File: config.mk
export PLATFORM = sky130hd
export DESIGN_NAME = vfp_pattern_gen
export DESIGN_NICKNAME = d
export VERILOG_FILES = /design/src/rtl/vfp_pattern_gen.sv
export SDC_FILE = /design/constraint.sdc
export NUM_CORES = 1
export LEC_CHECK = 0
export BUFFER_PORTS_ARGS = -buffer_cell sky130_fd_sc_hd__buf_2
export CAP_MARGIN = 30
export CELL_PAD_IN_SITES_DETAIL_PLACEMENT = 1
export CELL_PAD_IN_SITES_GLOBAL_PLACEMENT = 2
export CORE_ASPECT_RATIO = 0.75
export CORE_MARGIN = 8
export CORE_UTILIZATION = 40
export CTS_BUF_LIST = sky130_fd_sc_hd__clkbuf_4
export DETAILED_ROUTE_END_ITERATION = 7
export GPL_ROUTABILITY_DRIVEN = 0
export GPL_TIMING_DRIVEN = 0
export PLACE_DENSITY = 0.89
export SLEW_MARGIN = 40
export SYNTH_ARGS = -nofsm -noshare
export SYNTH_HDL_FRONTEND = slang
export SYNTH_SLANG_ARGS = --single-unit
File: constraint.sdc
create_clock -name clk -period 9.49 [get_ports clk]
set_input_delay 0.949 -clock clk [delete_from_list [all_inputs] [get_ports clk]]
set_output_delay 0.949 -clock clk [all_outputs]
set_load 0.1 [all_outputs]
File: src/rtl/vfp_pattern_gen.sv
// vfp_pattern_gen: raster test-pattern video source with run-time geometry, blanking,
// frame count, stop control and downstream backpressure.
module vfp_pattern_gen #(
  parameter int DATA_WIDTH = 8,
  parameter int CHANNELS   = 3,
  parameter int COORD_W    = 12,
  parameter int FRAME_W    = 16,
  parameter int CHK_SHIFT  = 3
) (
  input  logic                           clk,
  input  logic                           rst_l,
  input  logic                           start,
  input  logic                           stop,
  input  logic [2:0]                     mode,
  input  logic [COORD_W-1:0]             cfg_width,
  input  logic [COORD_W-1:0]             cfg_height,
  input  logic [COORD_W-1:0]             cfg_hblank,
  input  logic [COORD_W-1:0]             cfg_vblank,
  input  logic [FRAME_W-1:0]             cfg_frames,
  input  logic [CHANNELS*DATA_WIDTH-1:0] cfg_color,
  input  logic                           ready,
  output logic                           valid,
  output logic                           lvalid,
  output logic                           fvalid,
  output logic                           sof,
  output logic                           eof,
  output logic [COORD_W-1:0]             x,
  output logic [COORD_W-1:0]             y,
  output logic [CHANNELS*DATA_WIDTH-1:0] pixel,
  output logic                           busy,
  output logic                           done,
  output logic                           cfg_err,
  output logic [FRAME_W-1:0]             frame_cnt
);
  localparam int PW = CHANNELS * DATA_WIDTH;
  localparam int SW = (COORD_W + 2 > DATA_WIDTH) ? COORD_W + 2 : DATA_WIDTH;
  typedef enum logic [2:0] {IDLE, VBLANK, HBLANK, ACTIVE, DONE} state_t;
  state_t state, nxt;
  logic [COORD_W-1:0] w_r, h_r, hb_r, vb_r, xc, yc, bcnt;
  logic [FRAME_W-1:0] frames_r;
  logic [PW-1:0] color_r, pix_n;
  logic [2:0] mode_r;
  logic [SW-1:0] xs, ys;
  logic bad, go, accept, eol, last_px, last_frame, stop_pend, stop_now, chk;

  assign bad = cfg_width == '0 || cfg_height == '0;
  assign go = state == IDLE && start && !bad;
  assign accept = state == ACTIVE && ready;
  assign eol = xc == w_r - COORD_W'(1);
  assign last_px = eol && yc == h_r - COORD_W'(1);
  assign last_frame = frames_r != '0 && frame_cnt + FRAME_W'(1) == frames_r;
  assign stop_now = stop_pend || stop;
  assign xs = SW'(xc);
  assign ys = SW'(yc);
  assign chk = xc[CHK_SHIFT] ^ yc[CHK_SHIFT];

  // VBLANK spends one extra cycle so a zero vblank still gives a setup cycle after start
  always_comb begin
    nxt = state;
    case (state)
      IDLE:    nxt = go ? VBLANK : IDLE;
      VBLANK:  nxt = stop_now ? DONE : bcnt < vb_r ? VBLANK : hb_r == '0 ? ACTIVE : HBLANK;
      HBLANK:  nxt = bcnt == hb_r - COORD_W'(1) ? ACTIVE : HBLANK;
      ACTIVE:  nxt = !(accept && eol) ? ACTIVE :
                     !last_px ? (hb_r == '0 ? ACTIVE : HBLANK) :
                     (last_frame || stop_now) ? DONE : VBLANK;
      DONE:    nxt = IDLE;
      default: nxt = IDLE;
    endcase
  end

  always_comb begin
    pix_n = '0;
    for (int c = 0; c < CHANNELS; c++)
      pix_n[c*DATA_WIDTH +: DATA_WIDTH] =
        mode_r == 3'd0 ? DATA_WIDTH'(xs + ys + SW'(c)) :
        (mode_r == 3'd1 || (mode_r == 3'd4 && chk)) ? color_r[c*DATA_WIDTH +: DATA_WIDTH] :
        mode_r == 3'd2 ? xs[DATA_WIDTH-1:0] :
        mode_r == 3'd3 ? ys[DATA_WIDTH-1:0] : '0;
  end

  always_ff @(posedge clk or negedge rst_l)
    if (!rst_l) state <= IDLE;
    else state <= nxt;

  always_ff @(posedge clk or negedge rst_l) begin
    if (!rst_l) begin
      {w_r, h_r, hb_r, vb_r, frames_r, color_r, mode_r} <= '0;
      {xc, yc, bcnt, stop_pend} <= '0;
      {valid, lvalid, fvalid, sof, eof, busy, done, cfg_err} <= '0;
      {x, y, pixel, frame_cnt} <= '0;
    end else begin
      bcnt <= state != nxt ? '0 : bcnt + COORD_W'(1);
      stop_pend <= state != IDLE && stop_now;
      valid <= accept;
      lvalid <= state == ACTIVE;
      fvalid <= accept || (fvalid && !eof);
      busy <= nxt != IDLE;
      done <= state == DONE;
      cfg_err <= state == IDLE && start && bad;
      if (go) begin
        w_r <= cfg_width;
        h_r <= cfg_height;
        hb_r <= cfg_hblank;
        vb_r <= cfg_vblank;
        frames_r <= cfg_frames;
        color_r <= cfg_color;
        mode_r <= mode;
        xc <= '0;
        yc <= '0;
        frame_cnt <= '0;
      end
      if (accept) begin
        x <= xc;
        y <= yc;
        pixel <= pix_n;
        sof <= xc == '0 && yc == '0;
        eof <= last_px;
        xc <= eol ? '0 : xc + COORD_W'(1);
        yc <= last_px ? '0 : eol ? yc + COORD_W'(1) : yc;
        frame_cnt <= last_px ? frame_cnt + FRAME_W'(1) : frame_cnt;
      end
    end
  end
endmodule

### Word level (Yosys, flattened, before mapping)

Index checks and enable logic that the tools add are counted.

| word-level totals | value |
|---|---|
| bits in registers | 203 |
| input port bits | 96 |
| word-level logic and storage cells | 109 |
| output and inout port bits | 72 |

| operators by class | value |
|---|---|
| bitwise operators | 1 |
| equal/unequal tests | 15 |
| add/sub/neg operators | 10 |
| multiplexer cells | 27 |
| reduce and logical (&&, ||, !) cells | 31 |
| $lt $le $gt $ge | 1 |

Operator list:

| kind | count |
|---|---|
| 12-bit two-way mux | 7 |
| 8-bit two-way mux | 8 |
| 12-bit logical NOT | 5 |
| 16-bit two-way mux | 3 |
| 12-bit by 1-bit adder with 12-bit output, second input constant | 3 |
| 12-bit == test | 3 |
| 12-bit by 1-bit subtractor with 12-bit output, second input constant | 3 |
| 16-bit by 1-bit adder with 16-bit output, second input constant | 1 |
| 16-bit == test | 1 |
| 16-bit nonzero test | 1 |
| 3-bit two-way mux | 5 |
| 3-bit by 2-bit == test with 1-bit output, second input constant | 4 |
| 12-bit < comparator | 1 |
| 3-bit case mux with 4 select lines | 1 |
| 1-bit logical AND | 11 |
| 8-bit by 1-bit adder with 8-bit output, second input constant | 1 |
| 8-bit by 2-bit adder with 8-bit output, second input constant | 1 |
| 8-bit adder | 1 |
| 3-bit by 1-bit == test with 1-bit output, second input constant | 2 |
| 3-bit == test, second input constant | 2 |
| 3-bit logical NOT | 2 |
| 3-bit nonzero test | 2 |
| 1-bit logical OR | 5 |
| 2-bit AND reduction | 2 |
| 7 further kinds | 10 |

### Depth between registers and ports, before layout

Gate-level depths: netlist of run 1.

| logic depth | value |
|---|---|
| depth in word-level cells | 10 |
| depth in mapped cells | 12 |
| depth with buffers taken out | 10 |

### Least setup slack after synthesis of run 1

Ideal clock, no wire load.

| timing path | value |
|---|---|
| path kind | register -> register |
| start | register h_r[0] |
| end | register frame_cnt[14] |
| slack | 5.852 ns |
| cell stages (with the launch flop) | 13 |
| arrival time | 3.514 ns |
| clock period less this slack | 3.638 ns |
| path buffers | 2 |
| setup time | 0.124 ns |
| cell sequence | dfrtp_1 inv_1 ha_1 or4b_1 buf_2 or4b_4 a2111oi_2 o211ai_1 a2111oi_4 a21o_4 nand2_4 buf_6 a211o_1 |

| on the way | value |
|---|---|
| cells in the longest elaborated chain, start to end | 5 |

Ends and longest elaborated chain:

| item | line | source |
|---|---|---|
| from (decl) | 39 | `logic [COORD_W-1:0] w_r, h_r, hb_r, vb_r, xc, yc, bcnt;` |
| from (signal assigned) | 103 | `h_r <= cfg_height;` |
| 12-bit by 1-bit subtractor with 12-bit output | 50 | `assign last_px = eol && yc == h_r - COORD_W'(1);` |
| 12-bit == test | 50 |  |
| 1-bit logical AND | 50 |  |
| 2-bit by 1-bit != test with 1-bit output (no line) | - |  |
| 2-bit AND reduction (no line) | - |  |
| to (signal assigned) | 121 | `frame_cnt <= last_px ? frame_cnt + FRAME_W'(1) : frame_cnt;` |
| to (decl) | 33 | `output logic [FRAME_W-1:0] frame_cnt` |

Every way passes these cells.
A chain may end at the register's enable or synchronous reset.

### Final worst setup path of run 1

| timing path | value |
|---|---|
| start | register w_r[1] |
| end | register bcnt[4] |

| on the way | value |
|---|---|
| cells in the longest elaborated chain, start to end | 8 |
| elaborated cells on any way between the ends | 9 |

Ends and longest elaborated chain:

| item | line | source |
|---|---|---|
| from (decl) | 39 |  |
| from (signal assigned) | 102 | `w_r <= cfg_width;` |
| 12-bit by 1-bit subtractor with 12-bit output (*) | 49 | `assign eol = xc == w_r - COORD_W'(1);` |
| 12-bit == test (*) | 49 |  |
| 1-bit logical AND | 50 |  |
| 3-bit two-way mux | 65 | `!last_px ? (hb_r == '0 ? ACTIVE : HBLANK) :` |
| 3-bit two-way mux (*) | 64 | `ACTIVE: nxt = !(accept && eol) ? ACTIVE :` |
| 3-bit case mux with 4 select lines (*) | 60 | `case (state)` |
| 3-bit != test (*) | 93 | `bcnt <= state != nxt ? '0 : bcnt + COORD_W'(1);` |
| 12-bit two-way mux (*) | 93 |  |
| to (signal assigned) | 93 |  |
| to (decl) | 39 |  |

Mark *: on every way between the ends. The rest lies on a longest branch, timed or not.

==> metrics.cfg, run 1 <==
[worst_setup_path]
critPathTopFamily=compound AO/OA/AOI/OAI gates
max_stage_delay_ns=0.55
critPathRequiredTime_ns=10.04
crit_path_end_kind=flip-flop
cp-start-kind=flip-flop
path_class=reg -> reg
crit_chain=inv_1 -> ha_1 -> or4b_1 -> or3_1 -> a2111oi_0 -> o2111ai_1 -> or2_0 -> clkbuf_1 -> o31a_1 -> o311ai_1 -> buf_2 -> nor2_1
path_buf_inv=3
cp.arrival_ns=5.05
cp_max_fo=10
slowest_stage=or4b_1

[finish]
register_area_mm2=0.00508
multi_input_area_mm2=0.00579
area_growth_pct=17.9
stdcell_count=1786
drive_above_1_share_pct=26.0
finalNetCount=1492
fill_cells=3247
final_util_pct=47.8

[synth]
synth-edff-count=0
syn_inst=1141
post_synth.cell_area_avg_um2=9.91
synth_area_leader_cell=dfrtp_1
ys_seq_elements=203
ys.flop_type=dfrtp_1
yosys-top-cells-area=dfrtp_1 45%, mux2_2 9.4%, xnor2_1 4.9%, nand2_1 4.1%, ha_1 3.2%
synth_top_area_share_pct=44.9
synth_common_cells=203 x dfrtp_1, 122 x nand2_1, 94 x mux2_2, 66 x nor2_1, 63 x xnor2_1
synth.cell_area_mm2=0.0113
ys_warn_count=0
yosysSeqAreaShare_pct=44.9
synth.most_common_cell=dfrtp_1
syn_nets=1267
synth_cell_types=69
ys_async_sr_fraction_pct=100

[sta]
rsz0062_at_grt=no
fmax_mhz=222
hold_violations=0
maxSlewViolCount=0
setup_viol=0
relSlewSlack_pct=45.2
period_minus_slack_ns=4.50
worst_slew_pin_slew_ns=0.822
skew_ns=0.0512
min_period_over_period_pct=47.4
setup_tns_ns=0

[floorplan]
ios=168
initial_utilization_pct=40.5
num_rows=53
core_area_mm2=0.0279
fp.dieH_um=162
die_area_mm2=0.0340
die_width_um=210

[power_and_ir_drop]
power.leakage_nw=6.27
peakVddDrop_mv=0.167
powerDensity_mw_per_mm2=266

[clock_tree]
clk_latency_ns=0.71
clkSinkCount=203
cts-root-buf=clkbuf_4
clkTransAtPathRegs_ns=0.08
cts_hold_buffers=0
htreeDepth=2
postCtsSetupRepairBufs=0
cts_buffers=54
postCtsResizedCells=0
cts_tree=yes
clk_path_buf_depth=3

[global_route]
antenna_found_initial=1
grt_pass1_vias=10300
grt.total_usage_pct=21.4
overflow=0
grt_pass1_wl_um=58400
grt_start_max_net_pins=73

[drt]
wire_per_inst_um=20.2
vias=9706
drt_pass1_iterations=5
ant_nets=0
viasPerCell=5.43
drc_errors=0
drt_wl_total_um=36100
drtIter0Drc=636

[run]
drv_cap=0

[place]
numPortBuffers=167
dp_hpwl_um=27400
dpl.cell_count=1695

[status]
outcome=finished, final reports clean

[hold_path]
hp-class=in -> async

-- power by group --
part           switching (W)  total (W)  internal (W)  leakage [nW]
Sequential          0.000257    0.00138       0.00112          2.61
Combinational       0.000877    0.00140      0.000523          3.27
Clock               0.000380   0.000764      0.000384         0.389
-- area by class of cell --
cell class / instances / area share [%]
clock inverters: 9 / 0.253
clock buffers: 81 / 4.56
multi-input cells: 829 / 43.5
repair buffers: 169 / 6.76
plain buffers: 69 / 2.11
flip-flops and latches: 203 / 38.1
well taps: 385 / 3.61
diodes: 1 / 0.0188
inverters: 40 / 1.13
-- sequential cells by signal, indices dropped and copies added (netlist names), 3 cells and up --
name	count
mode_r	3
h_r	12
vb_r	12
pixel	24
frames_r	16
w_r	12
y	12
bcnt	12
yc	12
frame_cnt	16
x	12
color_r	24
state	3
hb_r	12
xc	12
-- metrics by stage --
| step | hold slack (ns) | cell area [um^2] | worst slack [ns] | total power (W) |
|---|---|---|---|---|
| 2_1_floorplan | 0.445 | 11300 | 5.85 | 0.00240 |
| 3_3_place_gp | 0.455 | 12600 | 3.85 | 0.00273 |
| 3_5_place_dp | 0.458 | 12700 | 4.95 | 0.00280 |
| 4_1_cts | 0.149 | 13300 | 4.94 | 0.00358 |
| 5_1_grt | 0.168 | 13300 | 4.68 | 0.00377 |
| 6_report | 0.196 | 13300 | 4.99 | 0.00354 |
-- metal layers --
layer | track usage (%) | vias up | part of all wire, %
met1 | 30.6 | 4885 | 49
met3 | 4.73 | 48 | 6.2
met2 | 32.1 | 215 | 44
li1 | - | 4558 | -
met4 | 5.53 | 0 | 1.5
met5 | 0 | - | 0
-- layout by cell type, fill, tap and decap left out, types with 6 or more instances in the layout --
master and instances:
dfrtp_1 203, buf_2 172, nand2_1 122, mux2_2 94
clkbuf_4 81, nor2_1 66, xnor2_1 63, clkbuf_1 58
o21ai_0 50, a21oi_1 42, inv_1 40, nand3_1 35
nor3_1 32, xor2_1 32, ha_1 29, and3_1 22
nor4_1 21, a21o_1 20, nand4_1 17, mux2i_1 13
or3_1 12, a221oi_1 12, a211o_1 11, nand2b_1 10
a211oi_1 10, nor3b_1 8, clkinv_1 8, and2_1 7
o31ai_1 7, a31oi_1 6, nor4b_1 6, o211ai_1 6
-- logic make-up after synthesis --
family	Yosys count	synth area share, %
muxes	107	10.5
DFF	203	44.9
and+or+nand+nor	389	17.4
xor gates and xnor gates	95	7.36
AOI/OAI and AO/OA	208	12.6
adders and majority gates	30	3.39
buffers and inverters	109	3.81
-- path summary, 6_finish.rpt --
check                              startpoint                    end  slack (ns)  depth (start not counted)
setup / recovery           w_r[1]$_DFFE_PN0P_      bcnt[4]$_DFF_PN0_        4.99                         12
hold / removal                          rst_l  pixel[20]$_DFFE_PN0P_        0.20                          1
setup reg to reg           w_r[1]$_DFFE_PN0P_      bcnt[4]$_DFF_PN0_        4.99                         12
hold reg to reg            state[0]$_DFF_PN0_         done$_DFF_PN0_        0.46                          1
max in group asynchronous               rst_l     h_r[9]$_DFFE_PN0P_        8.48                          2
min in group clk           state[0]$_DFF_PN0_         done$_DFF_PN0_        0.46                          1
-- worst register-to-register path, delay by kind of cell, from the launching register on --
family / cells / cell delay [ns]
buffers and inverters: 3 / 0.68
flip-flops: 1 / 0.45
AND/OR/NAND/NOR: 4 / 1.28
adder cells (fa/ha/maj): 1 / 0.26
AO/OA/AOI/OAI: 4 / 1.69
No activity file was read; power rests on OpenSTA's default activity.
==> inputs of run 2 (changes only) <==
Settings changed: CORE_UTILIZATION 40 to 38, PLACE_DENSITY 0.89 to 0.85.
Clock period 9.49 ns to 4.55 ns, I/O delays scaled along.
==> run 2 against run 1 <==
Critical path depth did not move; worst setup slack got worse by 4.7 ns; utilization rose by 1.4 points; register-to-register slack got worse by 4.7 ns; first-iteration DRC count fell by 19%; sequential share of layout area fell by 2.7 points; via count rose by 4.3%; clock power rose by 110%; clock-buffer cell count did not move; maximum frequency rose by 5.6%; hold slack got worse by 0.048 ns; cell count rose by 6.1%; largest power group unchanged; highest routed layer is now met5.
==> metrics.cfg, run 2 (synthesis results as in run 1) <==
[worst_setup_path]
timing.rr.start=h_r[0]$_DFFE_PN0P_
path_class=reg -> reg
cp-start-kind=flip-flop
cp.arrival_ns=4.82  ; -0.23 ns
worstSetupEndpoint=bcnt[9]$_DFF_PN0_
rrSetupSlack_ns=0.29  ; -4.70 ns
crit_path_start=h_r[0]$_DFFE_PN0P_
r2r-end=bcnt[9]$_DFF_PN0_
critPathRequiredTime_ns=5.11  ; -4.93 ns
crit_path_end_kind=flip-flop
rr_worst_depth=12  ; unchanged
cp_max_fo=10  ; unchanged

[finish]
final_cell_mix=203 x dfrtp_1, 171 x buf_2, 122 x nand2_1
final_util_pct=49.2  ; +1.4 points
mostFrequentLayoutCell=dfrtp_1
area_growth_pct=27.0
drive_above_1_share_pct=24.6  ; -1.4 points
top_regs=color_r: 24 flops, pixel: 24 flops
finalNetCount=1589  ; +6.5%

[drt]
wire_per_inst_um=20.2  ; -0.25%
viasPerCell=5.34  ; -1.7%
ant_nets=0  ; unchanged
vias=10100  ; +4.3%
drt_pass1_iterations=5  ; unchanged
drtIter0Drc=515  ; -19%
drt_wl_total_um=38200  ; +5.8%
drc_errors=0  ; unchanged

[sta]
relSlewSlack_pct=44.1  ; -1.1 points
period_minus_slack_ns=4.26  ; -0.239 ns
fin_ws_ns=0.291  ; -4.70 ns
maxSlewViolCount=0  ; unchanged
skew_ns=0.0295  ; -0.0217 ns
setup_viol=0  ; unchanged
fmax_mhz=235  ; +5.6%
min_period_over_period_pct=93.6  ; +46 points
hold_violations=0  ; unchanged
rsz0062_at_grt=yes
worst_slew_pin_slew_ns=0.838  ; +0.0166 ns
hold-worst-slack_ns=0.148  ; -0.0478 ns

[clock_tree]
cts_tree=yes
clkSinkCount=203  ; unchanged
clk_path_buf_depth=3  ; unchanged
cts_buffers=56  ; +3.7%
clk_latency_ns=0.71  ; about the same
htreeDepth=2  ; unchanged
cts-root-buf=clkbuf_4
clkTransAtPathRegs_ns=0.08  ; about the same

[run]
drv_cap=0  ; unchanged

[global_route]
grt_pass1_vias=10900  ; +5.4%
grt_pass1_wl_um=61600  ; +5.6%
antenna_found_initial=2  ; +1
overflow=0  ; unchanged
grt.total_usage_pct=21.6  ; +0.18 points
grt_start_max_net_pins=71  ; -2.7%

[power_and_ir_drop]
sw_frac_of_total_pct=42.8  ; about the same
p_comb_share_pct=40.4  ; +0.8 points
p_switching_w=0.00321  ; +110%
clockPowerShare_pct=21.5  ; about the same
p_int_w=0.00430  ; +110%
peakVddDrop_mv=0.315  ; +89%
powerDensity_mw_per_mm2=523  ; +97%
power_frac_seq_pct=38.2  ; -0.7 points
power.leakage_nw=6.69  ; +6.7%

[floorplan]
fp.dieH_um=165  ; +2.3%
die_width_um=215  ; +2.4%
die_area_mm2=0.0356  ; +4.8%
num_rows=54  ; +1.9%
initial_utilization_pct=38.7  ; -1.8 points
ios=168  ; unchanged
core_area_mm2=0.0292  ; +4.5%

[place]
place_ws_ns=0.230  ; -4.72 ns
dp_hpwl_um=27500  ; +0.38%
numPortBuffers=167  ; unchanged

[hold_path]
hp-class=in -> async

[status]
outcome=finished, final reports clean

[run 2: cell types whose count changed in the layout (fill, tap and decap cells not counted)]
cell           before  now
clkbuf_4           81   82
o311ai_2            0    1
o311ai_1            1    0
inv_2               1    2
buf_2             172  171
dlygate4sd3_1       0   94
nor3_1             32   30
clkinv_1            8   14
buf_16              2    3
nor3_2              0    2
[run 2: repair_timing]
item,CTS,global route
gates resized for setup,0,3
hold endpoints to repair,296,0
hold buffers,94,0
setup endpoints to repair,0,17
buffers inserted,0,0
[run 2: cell type report]
| class | count | area (um^2) |
|---|---|---|
| sequential | 203 | 5080 |
| clock buffer | 81 | 608 |
| fill | 3394 | 14800 |
| tap | 392 | 490 |
| antenna | 1 | 2.50 |
| timing repair buffer | 264 | 1870 |
| buffer | 69 | 284 |
| inverter | 40 | 150 |
| clock inverter | 16 | 60.1 |
| multi-input combinational | 829 | 5810 |
[run 2: worst min path at each step]
| stage | from | to |
|---|---|---|
| floorplan | rst_l | bcnt[0]$_DFF_PN0_ |
| global placement | y[8]$_DFFE_PN0P_ | y[8]$_DFFE_PN0P_ |
| detailed placement | rst_l | color_r[20]$_DFFE_PN0P_ |
| CTS | rst_l | pixel[23]$_DFFE_PN0P_ |
| global route | rst_l | pixel[15]$_DFFE_PN0P_ |
| finish | rst_l | pixel[23]$_DFFE_PN0P_ |
[run 2: stage by stage]
step | total power [W] | cells | area (um^2) | TNS [ns]
4_1_cts | 0.00759 | 1894 | 14300 | 0
3_3_place_gp | 0.00572 | 1700 | 12600 | -124.44
6_report | 0.00752 | 1895 | 14400 | 0
2_1_floorplan | 0.00501 | 1141 | 11300 | 0
3_5_place_dp | 0.00585 | 1703 | 12700 | 0
5_1_grt | 0.00802 | 1895 | 14400 | -0.00296
[run 2: power groups by stage]
stage / sequential [W] / combinational, W / clock (W)
2_1_floorplan: 0.00337 / 0.00163 / 0
3_3_place_gp: 0.00286 / 0.00286 / 0
3_5_place_dp: 0.00289 / 0.00296 / 0
4_1_cts: 0.00286 / 0.00303 / 0.00169
5_1_grt: 0.00295 / 0.00328 / 0.00178
6_report: 0.00287 / 0.00303 / 0.00161
[run 2: worst max-delay path, stage by stage, from the launching register on]
cell,delay (ns)
dfrtp_1,0.44
inv_1,0.08
ha_1,0.23
or4b_1,0.44
buf_2,0.18
or4b_4,0.52
a2111oi_2,0.39
o211ai_1,0.20
a2111oi_4,0.81
a311oi_1,0.26
o311ai_2,0.20
clkbuf_4,0.31
nor2_1,0.07
[run 2: metal layers]
| layer | global-route usage, % | wire length, um |
|---|---|---|
| met3 | 4.37 | 1920 |
| met1 | 30.4 | 18700 |
| met4 | 5.59 | 657 |
| met5 | 0 | 12 |
| met2 | 33.5 | 17000 |
